<file path="config.mk">
export PLATFORM = sky130hd
export DESIGN_NAME = pad_dram_ctrl
export DESIGN_NICKNAME = d
export VERILOG_FILES = /design/src/rtl/pad_dram_ctrl.sv
export SDC_FILE = /design/constraint.sdc
export NUM_CORES = 1
export LEC_CHECK = 0
export BUFFER_PORTS_ARGS = -buffer_cell sky130_fd_sc_hd__buf_2
export CAP_MARGIN = 15
export CORE_ASPECT_RATIO = 1.4
export CORE_UTILIZATION = 35
export DETAILED_ROUTE_END_ITERATION = 7
export PLACE_DENSITY_LB_ADDON = 0.15
export RECOVER_POWER = 100
export SLEW_MARGIN = 25
export SYNTH_ARGS = -nofsm -noshare
export SYNTH_HDL_FRONTEND = slang
export SYNTH_SLANG_ARGS = --single-unit
</file>
<file path="constraint.sdc">
create_clock -name clk -period 4.1 [get_ports clk]
set_input_delay 0 -clock clk [delete_from_list [all_inputs] [get_ports clk]]
set_output_delay 0 -clock clk [all_outputs]
set_load 0.01 [all_outputs]
</file>
<file path="src/rtl/pad_dram_ctrl.sv">
// Pad-side bridge that turns command/data words from the chip into DRAM word
// writes, or into paced DRAM reads returned through a 2-entry skid FIFO.
module pad_dram_ctrl #(
  parameter int PORT_WIDTH      = 128,
  parameter int SRAM_WIDTH      = 256,
  parameter int DRAM_ADDR_WIDTH = 32,
  parameter int ADDR_WIDTH      = 16
) (
  input  logic                       clk,
  input  logic                       rst_n,
  input  logic                       ITFPAD_DatOE,
  input  logic [PORT_WIDTH-1:0]      ITFPAD_Dat,
  input  logic                       ITFPAD_DatVld,
  input  logic                       ITFPAD_DatLast,
  output logic                       PADITF_DatRdy,
  output logic [PORT_WIDTH-1:0]      PADITF_Dat,
  output logic                       PADITF_DatVld,
  output logic                       PADITF_DatLast,
  input  logic                       ITFPAD_DatRdy,
  output logic [DRAM_ADDR_WIDTH-1:0] MemAddr,
  output logic                       MemWr,
  output logic [PORT_WIDTH-1:0]      MemWrDat,
  output logic                       MemRd,
  input  logic [PORT_WIDTH-1:0]      MemRdDat,
  output logic                       Busy,
  output logic                       Err
);

  localparam int RATIO = SRAM_WIDTH / PORT_WIDTH;
  localparam int LOG2R = $clog2(RATIO);
  localparam int BW    = ADDR_WIDTH + LOG2R;

  typedef enum logic [1:0] {IDLE, WR, RD, FNH} state_t;

  state_t                     state, state_nxt;
  logic [DRAM_ADDR_WIDTH-1:0] base;
  logic [BW-1:0]              beats;
  logic [BW-1:0]              cnt;
  logic [BW-1:0]              pop_cnt;
  logic                       inflight;
  logic [PORT_WIDTH-1:0]      fifo_mem [2];
  logic                       wr_ptr, rd_ptr;
  logic [1:0]                 fifo_cnt;
  logic                       err_q, err_set;

  logic                       cmd_dir;
  logic [DRAM_ADDR_WIDTH-1:0] cmd_addr;
  logic [ADDR_WIDTH-1:0]      cmd_req;
  logic                       accept, pop, cnt_last, pop_last;
  logic [1:0]                 occ_net;

  assign cmd_dir  = ITFPAD_Dat[0];
  assign cmd_addr = ITFPAD_Dat[DRAM_ADDR_WIDTH:1];
  assign cmd_req  = ITFPAD_Dat[DRAM_ADDR_WIDTH+ADDR_WIDTH:DRAM_ADDR_WIDTH+1];

  assign accept   = (state == IDLE) && ITFPAD_DatVld && ITFPAD_DatOE;
  assign pop      = (fifo_cnt != 2'd0) && ITFPAD_DatRdy;
  assign cnt_last = (cnt == beats - BW'(1));
  assign pop_last = (pop_cnt == beats - BW'(1));
  // A same-cycle pop frees a slot, which is what allows one beat per cycle.
  assign occ_net  = fifo_cnt + {1'b0, inflight} - {1'b0, pop};

  assign PADITF_DatVld  = (fifo_cnt != 2'd0);
  assign PADITF_Dat     = PADITF_DatVld ? fifo_mem[rd_ptr] : '0;
  assign PADITF_DatLast = PADITF_DatVld && pop_last;
  assign MemWrDat       = ITFPAD_Dat;
  assign Busy           = (state != IDLE);
  assign Err            = err_q;

  always_ff @(posedge clk or negedge rst_n) begin
    if (!rst_n) state <= IDLE;
    else        state <= state_nxt;
  end

  always_comb begin
    state_nxt     = state;
    PADITF_DatRdy = 1'b0;
    MemWr         = 1'b0;
    MemRd         = 1'b0;
    err_set       = 1'b0;
    case (state)
      IDLE: begin
        PADITF_DatRdy = 1'b1;
        if (accept) begin
          err_set = (cmd_req == '0) || !ITFPAD_DatLast;
          if (cmd_req == '0) state_nxt = FNH;
          else if (cmd_dir)  state_nxt = WR;
          else               state_nxt = RD;
        end
      end
      WR: begin
        PADITF_DatRdy = 1'b1;
        if (ITFPAD_DatVld) begin
          MemWr   = 1'b1;
          err_set = (ITFPAD_DatLast != cnt_last);
          if (cnt_last) state_nxt = FNH;
        end
      end
      RD: begin
        MemRd = (cnt < beats) && (occ_net < 2'd2);
        if (pop && pop_last) state_nxt = FNH;
      end
      FNH:     state_nxt = IDLE;
      default: state_nxt = IDLE;
    endcase
    MemAddr = (MemWr || MemRd) ? base + DRAM_ADDR_WIDTH'(cnt) : '0;
  end

  always_ff @(posedge clk or negedge rst_n) begin
    if (!rst_n) begin
      base        <= '0;
      beats       <= '0;
      cnt         <= '0;
      pop_cnt     <= '0;
      inflight    <= 1'b0;
      err_q       <= 1'b0;
      wr_ptr      <= 1'b0;
      rd_ptr      <= 1'b0;
      fifo_cnt    <= 2'd0;
      fifo_mem[0] <= '0;
      fifo_mem[1] <= '0;
    end else begin
      err_q    <= err_set;
      inflight <= MemRd;
      if (accept) begin
        base    <= cmd_addr << LOG2R;
        beats   <= BW'(cmd_req) << LOG2R;
        cnt     <= '0;
        pop_cnt <= '0;
      end else begin
        if (MemWr || MemRd) cnt <= cnt + BW'(1);
        if (pop)            pop_cnt <= pop_cnt + BW'(1);
      end
      // Read data lands exactly one cycle after its strobe.
      if (inflight) begin
        fifo_mem[wr_ptr] <= MemRdDat;
        wr_ptr           <= ~wr_ptr;
      end
      if (pop) rd_ptr <= ~rd_ptr;
      fifo_cnt <= fifo_cnt + {1'b0, inflight} - {1'b0, pop};
    end
  end

endmodule

</file>
==> results, run 1 <==
- The critical path goes through clkbuf_2, mux2i_1, nor2_1, clkbuf_2.
- TritonCTS created 40 clock buffers.
- The average wire per standard cell is 17.9 um.
- After synthesis, the cell types taking the most area are dfrtp_1, mux2_2, mux2i_1, buf_4, nor2_1.
- Measured against its own limit, the worst slew margin works out to -90.3%.
- The die is between 200 and 300 um tall.
- The class of the worst hold path is in2out.
- The setup check on the worst reg-to-reg path leaves a slack of 0.31 ns.
- Detailed placement ended at an HPWL of 35.6 mm.
- The library cell occupying the most area in the post-synthesis netlist is dfrtp_1.
- The hold violation count in the final report is 0.
- STA classifies the critical path startpoint as a flip-flop.
- The final reports fail on max-capacitance violations, max-slew violations.
- The peak supply drop is 0.393 mV.
- For this design, the slowest cell found on the critical path is dfrtp_1.
- The largest single stage delay on the critical path is 1.86 ns.
- In the post-synthesis netlist, the cell with the most instances is dfrtp_1.
- The required time at the worst-slack endpoint is 4.10 ns.
- Net switching is approximately 38% of the power.
- The area of the core is 0.0523 mm2.
- The number of nets handed over by synthesis was 2027.
- The filler cell count is 5159.
- The number of antenna violations at the first check in global routing came to 0.
- The cell count after synthesis is 1724.
- The tool flagged a number of max-cap violations equal to 3.
- Summing the sequential cell areas from Yosys gives 46.5% of the chip area.
- The total negative setup slack is 0 ns.
- After clock tree synthesis, the setup repair step added 0 buffers.
- The number of max-slew violations in the final report is 115.
- The dominant cell type by count on the critical path is clkbuf_2.
- Setup repair after global routing left no endpoint under its margin.
- Across the routed clock network, the largest skew measured is 0.0280 ns.
- The synthesized netlist occupies a cell area of ~0.019 mm2.
- The sequential cells in the finished layout cover a total of 0.00863 mm2.
- The number of global-route vias before repair is 14500.
- Of the total power, the clock network draws a little over a fifth.
- The number of diodes added for antenna fixing is 0.
- From synthesis to final layout, the design area changed by 25.5%.
- The most used flip-flop cell after synthesis is dfrtp_1.
- By count the netlist is led by dfrtp_1, mux2_2, nor2_1.
- The endpoint class of the critical path is an output port.
- TritonCTS built the clock tree.
- The worst-margin pin slew is 2.85 ns.
- The run finished, with violations left.
- Summing all multi-input logic gate instances after layout gives 0.00849 mm2.
- For this run, the share of the core covered by cells in the final layout is ~45%.
- The finished layout cell area is 0.0233 mm2.
- In the synthesized netlist the async set-or-reset flop fraction comes to 100%.
- The total of endpoints with negative setup slack in the final report is 0.
- The worst path arrival time is 3.81 ns.
- The final period demand of the worst path is 3.81 ns.
- The number of nets still failing antenna checks after routing is 0.
- The share of total power dissipated in sequential elements is 35.0%.
- The average size of a mapped cell is 10.8 um2.
- Entering global routing, the biggest net connects 119 pins.
- Global routing used 18.9% of the available tracks.
- The post-detailed-placement cell area is about 0.020 mm2.
- Using the TritonRoute via totals, the vias-per-cell ratio works out to 4.86.
- Of the cells placed in the final design, the portion with a size suffix greater than 1 is 26.0%.
- After clock tree synthesis, the clock-pin slew on the worst setup and hold paths is 0.07 ns.
- The critical path in this run is classified as reg2out.
- The number of cell rows is 99.
- The floorplan step set the die width to just under 200 um.
- After global routing the overflow that remains totals 0.
- The count of buffers added on input and output ports is a little under 400.
- For this run, the post-layout net count is about 2500.
- The synthesis-stage register bit count is approximately 350.
- The maximum net fanout on the critical path is 38.
- The maximum clock insertion buffer count is 3.
- The number of placed I/O pins is 557.
- The count of flip-flops with a built-in enable after synthesis is 0.
- The number of violations reported at the end of detailed-routing iteration 0 is 402.
- The share of total power in combinational logic is 43.6%.
- In the routed design, unresolved DRC markers number 0.
- The analysis attributes to cell leakage a power of 10.6 nW.
- The total wire length is 51.6 mm.
- Detailed routing inserted a total of 14000 vias.
- The first global-routing pass estimated 80.3 mm of wire.
- CTS placed an instance of clkbuf_16 at the clock tree root.
- The number of search-and-repair iterations in the first detailed-routing pass is 5.
- The total clock sinks is 345.
- The total internal power is between 10 and 15 mW.
- Summed over all nets, the switching power comes to 6.76 mW.
- The share of synthesized area in the top cell type comes to 46.5%.
- The share of the clock period used by the worst path is 93.0%.
- The floorplan step defined a die boundary enclosing 0.0540 mm2.
- The H-tree was split into 2 levels.
- At the later pin of the worst-skew pair, clock insertion delay measures about 0.57 ns.
- The achievable clock frequency is 0.262 GHz.
- For this design the ratio of total power to cell area is around 750 mW/mm2.
- The count of unique library cells instantiated by Yosys is 59.
- The yosys synthesis warning count is 0.
- The global placement routability congestion is 0.844.
- The initial core utilization is between 30 and 40%.
-- worst paths after layout --
check | cells past startpoint | endpoint | start
worst min-delay path | 0 | MemWrDat[87] | ITFPAD_Dat[87]
min in group asynchronous | 3 | fifo_mem[43] | rst_n
worst max register to register | 11 | Err | beats[1]
worst min register to register | 2 | base[13] | base[13]
max in group asynchronous | 5 | fifo_mem[120] | rst_n
worst max-delay path | 4 | PADITF_Dat[40] | rd_ptr
-- logic make-up (layout without fill, tap and decap cells) --
family	after synthesis	in the layout	share of synthesized area [%]
AO/OA/AOI/OAI	132	132	4.40
XOR/XNOR	85	85	4.05
adder cells (fa/ha/maj)	41	41	2.80
buffers and inverters	251	707	7.81
flip-flops	345	345	46.5
multiplexers	390	390	22.8
AND/OR/NAND/NOR	480	480	11.6
-- state kept, by name, summed over array words and instances, names as in the netlist --
| register | cells |
|---|---|
| beats | 16 |
| rd_ptr | 1 |
| pop_cnt | 17 |
| fifo_cnt | 2 |
| fifo_mem | 256 |
| Err | 1 |
| state | 2 |
| inflight | 1 |
| cnt | 17 |
| wr_ptr | 1 |
| base | 31 |
-- metal layers --
layer | up-vias | global-route usage [%] | share of wire (%)
met5 | - | 0.452 | 0
met4 | 0 | 7.51 | 3.8
met3 | 118 | 4.23 | 5.8
met2 | 417 | 33.9 | 50
met1 | 6846 | 21.7 | 40
li1 | 6657 | - | -
-- power groups by stage --
stage / Clock [mW] / Combinational (mW) / Sequential, mW
after global routing: 4.02 / 8.47 / 6.39
final: 3.76 / 7.66 / 6.16
after CTS: 3.91 / 8.00 / 6.18
after detailed placement: 0 / 7.83 / 6.24
after global placement: 0 / 7.73 / 6.14
after floorplan: 0 / 5.55 / 5.74
-- cell usage in the layout, fill, tap and decap left out, types with 4 or more instances in the layout --
| cell | count |
|---|---|
| a21o_1 | 10 |
| a21oi_1 | 38 |
| a31oi_1 | 4 |
| and3_1 | 14 |
| buf_2 | 187 |
| buf_4 | 8 |
| bufinv_16 | 6 |
| clkbuf_1 | 198 |
| clkbuf_16 | 40 |
| clkbuf_2 | 32 |
| clkbuf_8 | 7 |
| dfrtp_1 | 345 |
| dlygate4sd3_1 | 181 |
| ha_1 | 40 |
| inv_1 | 36 |
| mux2_2 | 259 |
| mux2i_1 | 131 |
| nand2_1 | 148 |
| nand3_1 | 18 |
| nand4_1 | 13 |
| nor2_1 | 201 |
| nor2b_1 | 10 |
| nor3_1 | 25 |
| nor3b_1 | 5 |
| nor4_1 | 13 |
| o2111ai_1 | 5 |
| o21a_1 | 6 |
| o21ai_0 | 42 |
| o21bai_1 | 4 |
| or3_1 | 11 |
| xnor2_1 | 54 |
| xor2_1 | 30 |
-- area by class of cell --
class / instances / area share (%)
multi-input combinational: 1128 / 36.4
sequential: 345 / 37.1
timing repair buffer: 604 / 16.2
inverter: 36 / 0.580
tap: 707 / 3.80
clock buffer: 55 / 4.84
clock inverter: 12 / 1.03
-- worst max-delay path, delay by kind of cell (launching register included) --
kind | cells | cell delay (ns)
DFF | 1 | 1.86
buffers and inverters | 2 | 0.99
muxes | 1 | 0.27
and+or+nand+nor | 1 | 0.07
-- metrics by stage --
| stage | hold WS, ns | total power, mW | worst slack (ns) | instances |
|---|---|---|---|---|
| after CTS | 0.0000686 | 18.1 | 0.270 | 2885 |
| after detailed placement | 0.0000686 | 14.1 | 0.779 | 2638 |
| after global routing | 0.0000199 | 18.9 | 0.00833 | 2887 |
| final | 0.00000393 | 17.6 | 0.289 | 2887 |
| after global placement | 0.0000686 | 13.9 | 0.852 | 2637 |
| after floorplan | -0.296 | 11.3 | 0.795 | 1724 |
-- repair_timing --
action | in CTS | in global routing
resized for setup | 0 | 0
endpoints found under the setup margin | 0 | 0
endpoints found under the hold margin | 423 | 44
hold buffers | 180 | 1
(Power assumes the default switching activity.)
==> inputs of run 2 (changes only) <==
--- a/config.mk
+++ b/config.mk
@@ -12,6 +12,7 @@
 export DETAILED_ROUTE_END_ITERATION = 7
 export PLACE_DENSITY_LB_ADDON = 0.15
 export RECOVER_POWER = 100
+export SETUP_SLACK_MARGIN = 0.3
 export SLEW_MARGIN = 25
 export SYNTH_ARGS = -nofsm -noshare
 export SYNTH_HDL_FRONTEND = slang
==> results, run 2 (synthesis gave the netlist of run 1 again) <==
- The latest clock arrival within the worst-skew pair is 0.57 ns (about the same).
- The floorplan die width was 197 um (unchanged).
- The total wire length is 51.8 mm (+0.40%).
- The initial core utilization is 35.5% (unchanged).
- The buffer and inverter count on the worst path came to 2 (unchanged).
- The total via count in the routed design is 14100 (+0.14%).
- The area enclosed by the die boundary is 0.0540 mm2 (unchanged).
- The register ranked first by flip-flop count is fifo_mem.
- The ratio of routed vias to standard cells is 4.87 (+0.11%).
- The number of nets still failing antenna checks after routing came to 0 (unchanged).
- The share of final-layout standard cells stronger than drive strength 1 came to 25.1% (-0.88 points).
- The total clock sinks is 345 (unchanged).
- Leaving out fill and tap cells, the most frequent cell in the layout is dfrtp_1.
- The worst path arrival time is 3.81 ns (about the same).
- The register area is 0.00863 mm2 (unchanged).
- The total negative setup slack is 0 ns (unchanged).
- By startpoint and endpoint, the worst setup path is classified as reg2out.
- The final reports fail on max-capacitance violations, max-slew violations.
- The number of cell rows came to 99 (unchanged).
- The leakage power summed over all cells is 10.5 nW (-0.63%).
- The count of non-filler cells in the finished layout is 2888 (+0.035%).
- The largest registers in the layout are fifo_mem x256, base x31.
- The largest clock skew in the final design is 0.0293 ns (+0.00135 ns).
- The family with the most delay on the worst path is flip-flops.
- The maximum clock insertion buffer count is 3 (unchanged).
- The critical path startpoint category is a flip-flop.
- The count of buffers from port buffering is 396 (unchanged).
- The largest individual stage delay along the critical path comes from the cell dfrtp_1.
- The tree is rooted in a clkbuf_16.
- STA classifies the critical path endpoint as an output port.
- The number of antenna violations at the first check in global routing is 0 (unchanged).
- The vertical die dimension is 274 um (unchanged).
- The area taken by multi-input logic gates is 0.00849 mm2 (about the same).
- The sum of overflow across all layers after global routing is 0 (unchanged).
- The average wire per standard cell is 18.0 um (+0.36%).
- The delay of the slowest critical-path stage came to 1.88 ns (+0.02 ns).
- The number of CTS-inserted buffers came to 40 (unchanged).
- The clock-pin slew reported for the worst setup and hold paths after clock tree synthesis was 0.07 ns (about the same).
- The power density relative to cell area came to 755 mW/mm2 (+0.11%).
- The maximum net fanout on the critical path is 38 (unchanged).
- The slack of the worst reg-to-reg path is 0.66 ns (+0.35 ns).
- The required time at the worst-slack endpoint is 4.10 ns (about the same).
- The share of the clock period used by the worst path is 92.8% (-0.14 points).
- The half-perimeter wire length after placement is 35.6 mm (unchanged).
- The max-cap violation count is 4 (+1).
- The global placement routability congestion is 0.844 (unchanged).
- The number of violations reported at the end of detailed-routing iteration 0 was 389 (-3.2%).
- The count of placed standard cells including taps came to 2638 (unchanged).
- The total of endpoints with negative setup slack in the final report came to 0 (unchanged).
- The flip-flop count of the largest register, all copies and words added is 256 (unchanged).
- The number of global-route vias before repair came to 14500 (+0.014%).
- The layout net count is 2459 (+0.041%).
- The worst-margin pin slew is 2.29 ns (-0.564 ns).
- The first-pass GRT wire length is 80.3 mm (about the same).
- Setup repair after global routing could not meet its margin everywhere.
- The CTS H-tree depth is 2 (unchanged).
- The area of the core came to 0.0523 mm2 (unchanged).
- The maximum number of pins on one net before global-route repair is 119 (unchanged).
- The top cell types in the final layout, fill and taps aside, are dfrtp_1, mux2_2, clkbuf_1.
- The number of diodes added for antenna fixing came to 0 (unchanged).
- The number of placed I/O pins came to 557 (unchanged).
- The combined global-route utilization of all metal layers is 18.9% (about the same).
- The number of search-and-repair iterations in the first detailed-routing pass is 4 (-1).
- Relative to the synthesized area, the layout overhead comes to 25.2%.
- The hold violation count in the final report is 0 (unchanged).
- The achievable clock frequency is 0.263 GHz (+0.15%).
- TritonCTS built the clock tree.
- The critical path goes through clkbuf_2, mux2i_1, nor2_1, clkbuf_1.
- The number of max-slew violations in the final report is 219 (+90%).
- The detailed-route DRC error count is 0 (unchanged).
- The final period demand of the worst path was 3.81 ns (-0.00573 ns).
- The normalized max-slew margin came to -52.7% (+38 points).
- The filler cell count is 5168 (+0.17%).
- The peak supply drop came to 0.393 mV (about the same).
- The class of the worst hold path is in2out.
- The run finished, with violations left.
## run 2: cell count changes in the layout (fill, tap and decap cells not counted)
cell / change
buf_12: -1
buf_16: -1
buf_2: +3
buf_4: +3
buf_8: +1
clkbuf_1: +19
clkbuf_2: -22
clkbuf_4: -1
dlygate4sd3_1: -1
o31a_1: +2
o31a_2: -1
## run 2: cell type report
cell class	instances	area share [%]
flip-flops and latches	345	37.1
well taps	707	3.81
multi-input cells	1129	36.5
repair buffers	604	16.1
clock buffers	55	4.85
clock inverters	12	1.03
inverters	36	0.581
## run 2: metrics by stage
stage                     total power [mW]  cell area [um2]  hold slack, ns  utilization (%)  setup slack (ns)
after floorplan                       11.3            18600          -0.296                -             0.795
after global placement                13.9            20400       0.0000686             39.1             0.852
after detailed placement              14.1            20400       0.0000686             39.1             0.779
after CTS                             18.1            23600       0.0000686             45.2             0.355
after global routing                  18.9            23200       0.0000199             44.5             0.129
final                                 17.6            23200      0.00000393             44.5             0.295
## run 2: worst register-to-register path, stage by stage (launching register included)
cell and delay, ns:
dfrtp_1 0.42, nand2_1 1.16, clkbuf_4 1.21, mux2_2 0.54
## run 2: metal layers
| layer | part of all wire [%] | global-route usage [%] | routed length, um |
|---|---|---|---|
| met1 | 41 | 21.7 | 21100 |
| met2 | 50 | 33.9 | 26000 |
| met3 | 5.6 | 4.23 | 2900 |
| met4 | 3.7 | 7.51 | 1910 |
| met5 | 0 | 0.452 | 0 |
## run 2: worst paths after layout
kind                       cells after the start      startpoint             end
max                                            4          rd_ptr  PADITF_Dat[43]
min                                            0  ITFPAD_Dat[87]    MemWrDat[87]
max reg2reg                                    3        inflight    fifo_mem[69]
min reg2reg                                    2        base[13]        base[13]
max in group asynchronous                      5           rst_n   fifo_mem[120]
min in group asynchronous                      3           rst_n    fifo_mem[43]
## run 2: power by group
| group | switching [mW] | leakage [nW] | internal (mW) | total (mW) |
|---|---|---|---|---|
| registers | 1.14 | 4.17 | 5.02 | 6.16 |
| logic | 4.18 | 5.68 | 3.47 | 7.64 |
| clock network | 1.46 | 0.670 | 2.30 | 3.76 |
## run 2: repair_timing
action                                  4_1_cts  5_1_grt
pin swaps                                     0        1
cloned                                        0        1
hold endpoints to repair                    423       44
setup buffers                                 0        1
gates resized for setup                       1        1
endpoints found under the setup margin        4       14
hold buffers                                179        1
==> inputs of run 3 (changes only) <==
--- a/config.mk
+++ b/config.mk
@@ -5,6 +5,7 @@
 export SDC_FILE = /design/constraint.sdc
 export NUM_CORES = 1
 export LEC_CHECK = 0
+export ABC_AREA = 1
 export BUFFER_PORTS_ARGS = -buffer_cell sky130_fd_sc_hd__buf_2
 export CAP_MARGIN = 15
 export CORE_ASPECT_RATIO = 1.4
==> results, run 3 <==
- The run finished, with violations left.
- The final reports fail on max-capacitance violations, max-slew violations.
- The initial core utilization is 35.4% (-0.14 points).
- The worst flop-to-flop path startpoint is inflight.
- The count of placed standard cells including taps came to 3373 (+28%).
- By count the netlist is led by nand2_1, dfrtp_1, o21ai_0.
- The final period demand of the worst path came to 3.67 ns (-0.138 ns).
- The maximum clock insertion buffer count came to 3 (unchanged).
- The leakage power summed over all cells is 11.4 nW (+8.7%).
- The fraction of synthesis flops using an asynchronous set or reset pin is 100% (unchanged).
- The area enclosed by the die boundary is 0.0545 mm2 (+1.1%).
- The combined global-route utilization of all metal layers is 21.5% (+2.6 points).
- The endpoint class of the critical path is an output port.
- The normalized max-slew margin is -127% (-75 points).
- The max-cap violation count came to 4 (unchanged).
- The total clock sinks was 345 (unchanged).
- The required time at the worst-slack endpoint was 4.10 ns (about the same).
- The count of buffers from port buffering is 396 (unchanged).
- The first-pass GRT wire length is 93.0 mm (+16%).
- The peak supply drop is 0.343 mV (-13%).
- The global placement routability congestion is 0.902 (+6.9%).
- The number of search-and-repair iterations in the first detailed-routing pass is 6 (+2).
- The maximum number of pins on one net before global-route repair was 117 (-1.7%).
- The number of max-slew violations in the final report was 288 (+32%).
- The path class of the tightest hold or removal check is in2out.
- The most common library cell in the layout ignoring fill and taps is nand2_1.
- The worst path arrival time is 3.67 ns (-0.14 ns).
- The top cell types in the final layout, fill and taps aside, are nand2_1, dfrtp_1, o21ai_0.
- The power density relative to cell area is 745 mW/mm2 (-1.4%).
- The average wire per standard cell is 16.8 um (-6.5%).
- The total wire length is 60.9 mm (+17%).
- The number of global-route vias before repair was 17000 (+17%).
- The post-cts gate resize count is 0 (-1).
- The latest clock arrival within the worst-skew pair is 0.55 ns (-0.02 ns).
- The total of endpoints with negative setup slack in the final report came to 0 (unchanged).
- Yosys instantiated no cell more often than nand2_1.
- The count of flip-flops with a built-in enable after synthesis was 0 (unchanged).
- More flip-flops sit in one register than any other, and that register is fifo_mem.
- The hold path startpoint is ITFPAD_Dat[64].
- The critical path startpoint category is a flip-flop.
- The CTS H-tree depth is 2 (unchanged).
- The TritonCTS clock tree is yes.
- The layout net count is 3186 (+30%).
- The mapped cell area was 0.0188 mm2 (+1.1%).
- The proportion of netlist area held by the largest area contributor is 46.0% (-0.50 points).
- The final-layout worst hold slack is 0.00000448 ns (+0.000000556 ns).
- The detailed-route DRC error count is 0 (unchanged).
- The flip-flop count of the largest register, all copies and words added is 256 (unchanged).
- The clock-pin slew reported for the worst setup and hold paths after clock tree synthesis is 0.06 ns (about the same).
- The number of violations reported at the end of detailed-routing iteration 0 is 1049 (+170%).
- The growth of design area from synthesis to finish is 24.1%.
- The sum of overflow across all layers after global routing is 0 (unchanged).
- The floorplan die width was 198 um (+0.53%).
- The classification of the worst setup path is reg2out.
- In the post-synthesis netlist, the biggest area contributors are dfrtp_1, nand2_1, o21ai_0, buf_4, a21oi_1.
- Setup repair after global routing left no endpoint under its margin.
- The number of placed I/O pins is 557 (unchanged).
- The total nets after synthesis came to 2795 (+38%).
- The number of CTS-inserted buffers is 39 (-2.5%).
- The hold violation count in the final report was 0 (unchanged).
- The half-perimeter wire length after placement is 40.5 mm (+14%).
- The ratio of routed vias to standard cells is 4.83 (-0.79%).
- The share of synthesized area occupied by flip-flops and latches was 46.0% (-0.50 points).
- The number of cell rows came to 100 (+1.0%).
- The maximum net fanout on the critical path is 69 (+82%).
- The largest total area in the synthesized netlist belongs to dfrtp_1.
- The number of nets still failing antenna checks after routing is 0 (unchanged).
- The count of unique library cells instantiated by Yosys is 41 (-31%).
- The hold buffer count at CTS was 182 (+1.7%).
- The count of non-filler cells in the finished layout is 3628 (+26%).
- The average size of a mapped cell is 7.53 um2 (-30%).
- The synthesis-stage register bit count is 345 (unchanged).
- The worst-margin pin slew is 3.41 ns (+1.12 ns).
- The buffers inserted during post-CTS setup optimization is 0 (unchanged).
- The most used flip-flop cell after synthesis is dfrtp_1.
- The total via count in the routed design came to 17500 (+25%).
- In this run the clock root is driven by a clkbuf_16.
- The most critical setup path has its startpoint at rd_ptr.
- The largest clock skew in the final design is 0.0180 ns (-0.0113 ns).
- The area of the core is 0.0531 mm2 (+1.5%).
- The largest registers in the layout are fifo_mem x256, base x31.
- The achievable clock frequency is 0.273 GHz (+3.8%).
- The yosys synthesis warning count is 0 (unchanged).
- The vertical die dimension is 276 um (+0.53%).
- The share of the clock period used by the worst path is 89.4% (-3.4 points).
- The number of antenna violations at the first check in global routing is 4 (+4).
- The share of final-layout standard cells stronger than drive strength 1 is 9.96% (-15 points).
- The cell count after synthesis came to 2492 (+45%).
- The total negative setup slack is 0 ns (unchanged).
==> run 3: cell count changes after synthesis, sizes merged, moves of 41 or more <==
| cell | delta |
|---|---|
| nand2 | +664 |
| o21ai | +270 |
| mux2 | -259 |
| inv | +190 |
| a21oi | +141 |
| mux2i | -131 |
| nor2 | -88 |
| nand3 | +75 |
| clkbuf | +45 |
| xnor2 | -41 |
==> run 3: metrics by stage <==
stage / setup WS (ns) / util [%] / total power, mW / area (um2)
finish: 0.433 / 43.9 / 17.3 / 23300
global route: 0.220 / 43.9 / 18.9 / 23300
CTS: 0.737 / 44.5 / 17.8 / 23600
detailed placement: 1.33 / 38.6 / 13.9 / 20500
global placement: 1.32 / 38.6 / 13.8 / 20500
floorplan: 1.78 / - / 10.9 / 18800
==> run 3: layout make-up <==
type | instances | area [um2]
sequential | 345 | 8640
multi-input combinational | 1669 | 7820
timing repair buffer | 600 | 3770
inverter | 228 | 862
clock inverter | 8 | 111
fill | 5567 | 29800
tap | 714 | 893
antenna | 2 | 5.00
clock buffer | 62 | 1180
==> run 3: final timing paths <==
path,endpoint,slack [ns],cells past startpoint
max reg2reg,fifo_mem[186],0.59,5
max in group asynchronous,fifo_mem[12],0.86,2
max,PADITF_Dat[105],0.43,4
min,MemWrDat[64],0.000004,0
min in group asynchronous,fifo_mem[163],1.28,2
min reg2reg,base[1],0.48,2
==> run 3: worst max-delay path, cell delays in order (launching register included) <==
cell and delay, ns:
dfrtp_4 1.01, clkbuf_2 1.42, nand2_1 0.13, a21oi_1 0.28, clkbuf_1 0.27
==> run 3: report_power, final <==
part           switching [mW]  internal [mW]  leakage, nW
Clock                    1.48           2.11        0.631
Combinational            5.12           2.58         6.56
Sequential               1.04           5.01         4.25
Total                    7.64           9.69         11.4
==> run 3: cells by family after synthesis <==
logic type | count (synthesis) | synth area share [%]
AND/OR/NAND/NOR | 1084 | 23.6
AO/OA/AOI/OAI | 503 | 13.6
buffers and inverters | 478 | 12.1
flip-flops | 345 | 46.0
XOR/XNOR | 41 | 1.91
adder cells (fa/ha/maj) | 41 | 2.77
==> run 3: routing by layer <==
layer  part of all wire [%]  track usage (%)  wire length [um]
met1                     41             25.5             24700
met4                    3.5             8.18              2130
met3                    8.6             6.92              5250
met2                     47             36.2             28700
met5                  0.044            0.441                27
